--- src/rtl/weight_fetch_ctrl.sv ---
// Weight BRAM fetch sequencer: streams NUM_F filters x REP passes of WPF weights to the PE array.
// Optional stall_cnt performance counter enabled by defining WFETCH_PERF_CNT_EN.
module weight_fetch_ctrl #(
    parameter int unsigned ADDR_W = 15,
    parameter int unsigned DATA_W = 8,
    parameter int unsigned DEPTH  = 23184,
    parameter int unsigned WPF_W  = 10,
    parameter int unsigned CNT_W  = 8
) (
    input  logic              clk,
    input  logic              reset,
    input  logic              start,
    input  logic [ADDR_W-1:0] base_addr,
    input  logic [WPF_W-1:0]  wpf,
    input  logic [CNT_W-1:0]  num_f,
    input  logic [CNT_W-1:0]  rep,
    output logic [ADDR_W-1:0] bram_read_addr,
    input  logic [DATA_W-1:0] bram_data_out,
    output logic [DATA_W-1:0] w_data,
    output logic              w_valid,
    input  logic              w_ready,
    output logic              w_last,
    output logic [CNT_W-1:0]  w_filt_idx,
    output logic              busy,
    output logic              done,
    output logic              err
`ifdef WFETCH_PERF_CNT_EN
    ,
    output logic [15:0]       stall_cnt
`endif
);

    localparam int unsigned END_W = ((ADDR_W > WPF_W + CNT_W) ? ADDR_W : WPF_W + CNT_W) + 1;

    typedef enum logic [2:0] {StIdle, StCheck, StRun, StDrain, StDone} state_e;

    state_e             state_q, state_d;
    logic [ADDR_W-1:0]  base_q;
    logic [WPF_W-1:0]   wpf_q;
    logic [CNT_W-1:0]   num_f_q, rep_q;
    logic [WPF_W-1:0]   k_q, k_d;
    logic [CNT_W-1:0]   p_q, p_d, f_q, f_d;
    logic [ADDR_W-1:0]  cur_q, cur_d, fbase_q, fbase_d;
    logic [ADDR_W-1:0]  addr_hold_q;
    logic               inflight_q, infl_last_q;
    logic [CNT_W-1:0]   infl_f_q;
    logic               err_q;

    logic [DATA_W-1:0]  fifo_data_q [2];
    logic               fifo_last_q [2];
    logic [CNT_W-1:0]   fifo_fidx_q [2];
    logic               wr_ptr_q, rd_ptr_q;
    logic [1:0]         count_q;

    logic               start_acc, push, pop, issue, cfg_zero, range_err;
    logic               last_k, last_p, last_f;
    logic [2:0]         credit_used;
    logic [END_W-1:0]   end_addr;

    assign start_acc   = (state_q == StIdle) && start;
    assign w_valid     = (count_q != 2'd0);
    assign pop         = w_valid && w_ready;
    assign push        = inflight_q;
    // A pop this cycle frees a slot, which keeps the stream at one beat per cycle.
    assign credit_used = 3'(inflight_q) + 3'(count_q);
    assign issue       = (state_q == StRun) && (credit_used < 3'd2 + 3'(pop));

    assign end_addr  = END_W'(base_q) + END_W'(wpf_q) * END_W'(num_f_q);
    assign cfg_zero  = (wpf_q == '0) || (num_f_q == '0) || (rep_q == '0);
    assign range_err = (state_q == StCheck) && !cfg_zero && (end_addr > END_W'(DEPTH));

    assign last_k = (k_q == wpf_q - WPF_W'(1));
    assign last_p = (p_q == rep_q - CNT_W'(1));
    assign last_f = (f_q == num_f_q - CNT_W'(1));

    always_comb begin
        state_d = state_q;
        k_d     = k_q;
        p_d     = p_q;
        f_d     = f_q;
        cur_d   = cur_q;
        fbase_d = fbase_q;
        unique case (state_q)
            StIdle: begin
                if (start) state_d = StCheck;
            end
            StCheck: begin
                k_d     = '0;
                p_d     = '0;
                f_d     = '0;
                cur_d   = base_q;
                fbase_d = base_q;
                if (cfg_zero || range_err) state_d = StDone;
                else                       state_d = StRun;
            end
            StRun: begin
                if (issue) begin
                    if (!last_k) begin
                        k_d   = k_q + WPF_W'(1);
                        cur_d = cur_q + ADDR_W'(1);
                    end else if (!last_p) begin
                        k_d   = '0;
                        p_d   = p_q + CNT_W'(1);
                        cur_d = fbase_q;
                    end else begin
                        k_d     = '0;
                        p_d     = '0;
                        f_d     = f_q + CNT_W'(1);
                        fbase_d = fbase_q + ADDR_W'(wpf_q);
                        cur_d   = fbase_q + ADDR_W'(wpf_q);
                        if (last_f) state_d = StDrain;
                    end
                end
            end
            StDrain: begin
                if (!inflight_q && (count_q - 2'(pop)) == 2'd0) state_d = StDone;
            end
            StDone: begin
                state_d = StIdle;
            end
            default: state_d = StIdle;
        endcase
    end

    always_ff @(posedge clk or negedge reset) begin
        if (!reset) begin
            state_q     <= StIdle;
            base_q      <= '0;
            wpf_q       <= '0;
            num_f_q     <= '0;
            rep_q       <= '0;
            k_q         <= '0;
            p_q         <= '0;
            f_q         <= '0;
            cur_q       <= '0;
            fbase_q     <= '0;
            addr_hold_q <= '0;
            inflight_q  <= 1'b0;
            infl_last_q <= 1'b0;
            infl_f_q    <= '0;
            err_q       <= 1'b0;
        end else begin
            state_q <= state_d;
            k_q     <= k_d;
            p_q     <= p_d;
            f_q     <= f_d;
            cur_q   <= cur_d;
            fbase_q <= fbase_d;
            if (start_acc) begin
                base_q  <= base_addr;
                wpf_q   <= wpf;
                num_f_q <= num_f;
                rep_q   <= rep;
            end
            if (start_acc)      err_q <= 1'b0;
            else if (range_err) err_q <= 1'b1;
            inflight_q <= issue;
            if (issue) begin
                addr_hold_q <= cur_q;
                infl_last_q <= last_k;
                infl_f_q    <= f_q;
            end
        end
    end

    // Return FIFO; contents are cleared so every output reads 0 while in reset.
    always_ff @(posedge clk or negedge reset) begin
        if (!reset) begin
            for (int i = 0; i < 2; i++) begin
                fifo_data_q[i] <= '0;
                fifo_last_q[i] <= 1'b0;
                fifo_fidx_q[i] <= '0;
            end
            wr_ptr_q <= 1'b0;
            rd_ptr_q <= 1'b0;
            count_q  <= 2'd0;
        end else begin
            if (push) begin
                fifo_data_q[wr_ptr_q] <= bram_data_out;
                fifo_last_q[wr_ptr_q] <= infl_last_q;
                fifo_fidx_q[wr_ptr_q] <= infl_f_q;
                wr_ptr_q              <= ~wr_ptr_q;
            end
            if (pop) rd_ptr_q <= ~rd_ptr_q;
            count_q <= count_q + 2'(push) - 2'(pop);
        end
    end

    assign bram_read_addr = issue ? cur_q : addr_hold_q;
    assign w_data         = fifo_data_q[rd_ptr_q];
    assign w_last         = fifo_last_q[rd_ptr_q];
    assign w_filt_idx     = fifo_fidx_q[rd_ptr_q];
    assign busy           = (state_q == StCheck) || (state_q == StRun) || (state_q == StDrain);
    assign done           = (state_q == StDone);
    assign err            = err_q;

`ifdef WFETCH_PERF_CNT_EN
    logic [15:0] stall_cnt_q;

    always_ff @(posedge clk or negedge reset) begin
        if (!reset) begin
            stall_cnt_q <= '0;
        end else if (start_acc) begin
            stall_cnt_q <= '0;
        end else if (busy && w_valid && !w_ready && (stall_cnt_q != 16'hFFFF)) begin
            stall_cnt_q <= stall_cnt_q + 16'd1;
        end
    end

    assign stall_cnt = stall_cnt_q;
`endif

endmodule
--- config.mk ---
export PLATFORM = sky130hd
export DESIGN_NAME = weight_fetch_ctrl
export DESIGN_NICKNAME = d
export VERILOG_FILES = /design/src/rtl/weight_fetch_ctrl.sv
export SDC_FILE = /design/constraint.sdc
export NUM_CORES = 1
export LEC_CHECK = 0
export CELL_PAD_IN_SITES_DETAIL_PLACEMENT = 0
export CELL_PAD_IN_SITES_GLOBAL_PLACEMENT = 1
export CORE_MARGIN = 2
export CORE_UTILIZATION = 42
export CTS_CLUSTER_SIZE = 24
export DETAILED_ROUTE_END_ITERATION = 16
export PLACE_DENSITY_LB_ADDON = 0.1
export SLEW_MARGIN = 20
export SYNTH_ARGS = -nofsm -noshare
export SYNTH_HDL_FRONTEND = slang
export SYNTH_SLANG_ARGS = --single-unit
export TNS_END_PERCENT = 10
--- constraint.sdc ---
create_clock -name clk -period 5.4 [get_ports clk]
set_input_delay 1.08 -clock clk [delete_from_list [all_inputs] [get_ports clk]]
set_output_delay 1.08 -clock clk [all_outputs]
set_load 0.01 [all_outputs]
# Yosys cells after proc, flatten, opt, wreduce, memory -nomap -nowiden
# Index checks and enable logic that the tools add are counted.
[totals] ff_bits=164 inputBits=53 output_inout_bits=36 wordCells=132
[op_classes] addsub=14 multipliers=1 order_cmp=5 n_eq_ne=13 mux=45 bitwise=4 n_reduce_logical=26
[ops] cell="two-way mux 8 bit" n=13
[ops] cell="two-way mux 15 bit" n=6
[ops] cell="case mux 15 bit (2 select lines)" n=2
[ops] cell="bitwise mux 16 bit" n=2
[ops] cell="case mux 8 bit (2 select lines)" n=2
[ops] cell="two-way mux 3 bit" n=7
[ops] cell="two-way mux 10 bit" n=2
[ops] cell="case mux 10 bit (2 select lines)" n=1
[ops] cell="adder 15 x 18 -> 19 bit" n=1
[ops] cell="> comparator 19 x 15 -> 1 bit (second input constant)" n=1
[ops] cell="multiplier 10 x 8 -> 18 bit" n=1
[ops] cell="adder 8 x 1 -> 8 bit (second input constant)" n=2
[ops] cell="== test 8 bit" n=2
[ops] cell="zero test 8 bit" n=2
[ops] cell="subtractor 8 x 1 -> 8 bit (second input constant)" n=2
[ops] cell="adder 15 x 1 -> 15 bit (second input constant)" n=1
[ops] cell="adder 15 x 10 -> 15 bit" n=1
[ops] cell="!= test 2 bit (second input constant)" n=6
[ops] cell="case mux 3 bit (4 select lines)" n=1
[ops] cell="adder 10 x 1 -> 10 bit (second input constant)" n=1
[ops] cell="== test 10 bit" n=1
[ops] cell="zero test 10 bit" n=1
[ops] cell="subtractor 10 x 1 -> 10 bit (second input constant)" n=1
[ops] cell="demux 8 bit (select 1 bit)" n=1
[ops] cell="25 further kinds" n=48

# Longest topological paths before layout
[depth] word_depth=9 mapped_depth=20 mapped_depth_nobuf=18

# Worst setup path before layout
# Ideal clock, no wire load.
[synth_path] kind="flip-flop to flip-flop" startpoint="register wpf_q[3]" endpoint="register state_q[2]" setup_time_ps=126 arrival_time_ps=5423 required_time_ps=5274 setup_slack_ps=-149 path_stages_with_launch=20 path_buffers=2 period_less_slack_ps=5549 path_cell_list="dfrtp_1 -> clkbuf_1 -> clkbuf_1 -> nand2_1 -> fa_1 -> fa_1 -> inv_1 -> fa_1 -> inv_1 -> fa_1 -> inv_1 -> ha_1 -> a21o_1 -> a211oi_1 -> o21a_1 -> o21ai_0 -> xor2_1 -> o221a_2 -> or3_1 -> o311a_1"
[synth_between] elab_chain_cells=9 elab_cells_between_ends=16 classes_between="add/sub: 2; mul: 1; order compare: 1; eq/ne: 2; mux: 2; reduce/logical: 8"
[synth_lines] item="start, declared" line="39" source="logic [WPF_W-1:0] wpf_q;"
[synth_lines] item="start signal, assigned" line="151" source="wpf_q <= wpf;"
[synth_lines] item="parallel branches: the longest is 9 deep, another holds adder 15 x 18 -> 19 bit"
[synth_lines] item="end signal, assigned" line="127" source="state_q <= StIdle;"
[synth_lines] item="end signal, assigned" line="143" source="state_q <= state_d;"
[synth_lines] item="end, declared" line="37" source="state_e state_q, state_d;"
# Several ways; the timed one is not identified.
# A chain may end at the register's enable or synchronous reset.

# Worst setup path in the final report
[layout_path] startpoint="register num_f_q[6]" endpoint="register state_q[2]"
[layout_between] elab_chain_cells=9 elab_cells_between_ends=16 classes_between="add/sub: 2; mul: 1; order compare: 1; eq/ne: 2; mux: 2; reduce/logical: 8"
[layout_lines] item="start, declared" line="40" source="logic [CNT_W-1:0] num_f_q, rep_q;"
[layout_lines] item="start signal, assigned" line="152" source="num_f_q <= num_f;"
[layout_lines] item="parallel branches: the longest is 9 deep, another holds adder 15 x 18 -> 19 bit"
# Several ways; the timed one is not identified.

==> results.toml <==
[grt]
first_global_vias = 9677
grt_pass1_wl_mm = 54.2
grt_max_degree = 92
antenna_found_initial = 0
overflow = 0
grt_usage_pct = 22.6

[cts]
cts_buffers = 17
cts_tree = "done"
cts-htree-levels = 4
ctsHoldBuffers = 0
clock_latency_ns = 0.43
cts.sinks = 164
path_clk_slew_ns = 0.07
clk_path_buf_depth = 2
cts-root-buf = "clkbuf_16"

[floorplanning]
io_pins = 89
core_um2 = 28500
die_w_um = 174
die_area_um2 = 30200
rows = 62
initial_core_util_pct = 42.5
die_y_um = 174

[sta]
setup_viol = 0
period_needed_ns = 5.22
setup_ws_ns = 0.178
clock_skew_ns = 0.0144
maxSlewViolCount = 0
fin_crit_sh_pct = 96.7
setup_tns_ns = 0
fmax_ghz = 0.192
worst_pin_slew_ns = 0.838
hold_slack_ns = 0.474
hold_viol_final = 0
slew_headroom_pct = 44.1

[route]
detail-route-antenna-nets = 0
finalWirelength_mm = 33.4
avgRoutedWirePerCell_um = 18.5
drt_first_pass_iters = 7
drc = 0
vias = 9714
vias_per_cell = 5.39
drtIter0Drc = 653

[yosys]
ys_ff_latch = 164
synth_cell_types = 73
synthCells = 1301
ys.warnings.count = 0
seq_area_frac_synth_pct = 33.9
async_flop_share_pct = 100
syn_nets = 1482
syn_avg_cell_area_um2 = 9.32
synth_edf_count = 0
synthesis.area_um2 = 12100
yosys_most_used_dff = "dfrtp_1"

[place]
dp_worst_setup_slack_ns = 0.0179
place_congestion = 0.810
place.detailed.hpwl_mm = 25.0
portBuffers = 88

[critical_path]
worstSetupStartpointType = "register"
arrival_ns = 5.53
worstSetupPathType = "register to register"
worstPathRequired_ns = 5.71
cp_max_fo = 11
end_kind = "register"

[run]
cap_violations = 0

[finish]
layout-drive-gt1-share_pct = 15.9
diodes = 0
fin_nets = 1585
area_growth_pct = 19.6

[hold_path]
hold_class = "register to register"

[run_status]
status = "completed"
## state kept, by name, summed over array words and instances, names as in the netlist, 10 cells and up
register     flops
base_q          15
cur_q           15
addr_hold_q     15
wpf_q           10
k_q             10
fifo_data_q     16
fbase_q         15
fifo_fidx_q     16
## cell usage in the layout (no fill, tap or decap), types with 7 or more instances in the layout
master / instances
nand2_1: 187
ha_4: 7
inv_1: 125
nand3_1: 28
buf_6: 7
clkdlybuf4s50_1: 87
clkbuf_16: 17
mux2i_1: 12
and2_1: 53
xnor2_1: 37
fa_1: 62
o21ai_0: 86
dfrtp_1: 152
a21oi_1: 34
and3_1: 23
a211oi_1: 7
ha_1: 57
nor2_1: 39
buf_4: 55
nand2b_1: 8
mux2_2: 79
o21a_1: 9
nor2b_1: 7
nand4_1: 13
a22oi_1: 7
a31oi_1: 11
nor3_1: 24
xor2_1: 18
dfrtp_2: 12
## final cells by class
| type | count | area (um^2) |
|---|---|---|
| fillers | 2773 | 14100 |
| multi-input cells | 944 | 7430 |
| flip-flops and latches | 164 | 4120 |
| repair buffers | 151 | 1400 |
| well taps | 384 | 480 |
| inverters | 126 | 473 |
| clock buffers | 18 | 429 |
| clock inverters | 14 | 166 |
## final timing paths
path                                   to  cells past startpoint           start  slack, ns
setup reg to reg               state_q[2]                     18      num_f_q[6]       0.18
max in group asynchronous        wpf_q[5]                      2           reset       3.70
min in group asynchronous  fifo_data_q[0]                      1           reset       0.67
hold reg to reg            addr_hold_q[6]                      2  addr_hold_q[6]       0.47
setup / recovery               state_q[2]                     18      num_f_q[6]       0.18
hold / removal             addr_hold_q[6]                      2  addr_hold_q[6]       0.47
## per-stage QoR
step / util (%) / cells / cell area (um^2)
floorplan: - / 1301 / 12100
finish: 50.8 / 1801 / 14500
global route: 50.8 / 1801 / 14500
detailed placement: 47.7 / 1758 / 13600
CTS: 49.8 / 1790 / 14200
global placement: 47.7 / 1758 / 13600
## critical path, cell delays in order, from the launching register on
cell and delay, ns:
dfrtp_1 0.44, buf_4 0.20, and2_1 0.18, fa_1 0.47, fa_1 0.54, fa_1 0.55
inv_1 0.06, fa_1 0.54, inv_1 0.07, ha_4 0.27, and2_4 0.14, buf_4 0.11
o21ai_0 0.07, a21oi_1 0.18, mux2i_1 0.23, o32ai_1 0.10, a31o_2 0.23, or3_4 0.39
o311a_1 0.35
## synth_stat cells, drive strengths merged, types with 3 or more instances
library cell,instances,area (um^2)
nand2,187,702
dfrtp,164,4100
inv,126,473
o21ai,89,445
mux2,79,890
fa,64,1280
ha,64,801
clkbuf,56,211
and2,55,344
nor2,39,146
xnor2,37,324
a21oi,36,191
nand3,30,168
nor3,24,120
and3,23,144
xor2,18,158
nand4,13,81.3
mux2i,12,120
a31oi,11,68.8
buf,11,62.6
o21a,9,67.6
a211oi,8,60.1
a22oi,8,60.1
nand2b,8,50.1
nor2b,8,50.1
a21o,7,52.6
o211ai,7,66.3
nor3b,6,45.0
o22ai,6,37.5
or2,6,37.5
or3,6,37.5
a211o,5,43.8
nor4,5,31.3
o31ai,5,37.5
nand3b,4,30.0
o21bai,4,30.0
o311ai,4,35.0
o32ai,4,35.0
o41ai,4,35.0
or4,4,30.0
a221oi,3,26.3
a32oi,3,26.3
o2111ai,3,26.3
o221ai,3,26.3
or3b,3,26.3
## cells by family (layout without fill, tap and decap cells)
group	Yosys count	count (layout)	synth area share [%]
simple gates	425	425	17.2
compound gates	245	245	13.3
buf+inv	193	309	6.16
flops	164	164	33.9
fa+ha+maj	128	128	17.2
mux	91	91	8.33
xor+xnor	55	55	3.97
## per-layer routing
| layer | vias to the layer above | track usage [%] | part of all wire, % | wire [um] |
|---|---|---|---|---|
| met2 | 196 | 36.7 | 47 | 15900 |
| met4 | 0 | 6.20 | 2.0 | 676 |
| met5 | - | 0 | 0 | 0 |
| met3 | 37 | 2.76 | 3.9 | 1300 |
| met1 | 4829 | 32.1 | 47 | 15600 |
| li1 | 4652 | - | - | - |
## timing repair
action / 4_1_cts / 5_1_grt
setup endpoints to repair: 1 / 3
resized for setup: 1 / 42
setup buffers: 0 / 11
pin swaps: 0 / 19
Power is not shown: default switching activity piles up to over one toggle a cycle in this logic, so the estimate is an artifact.
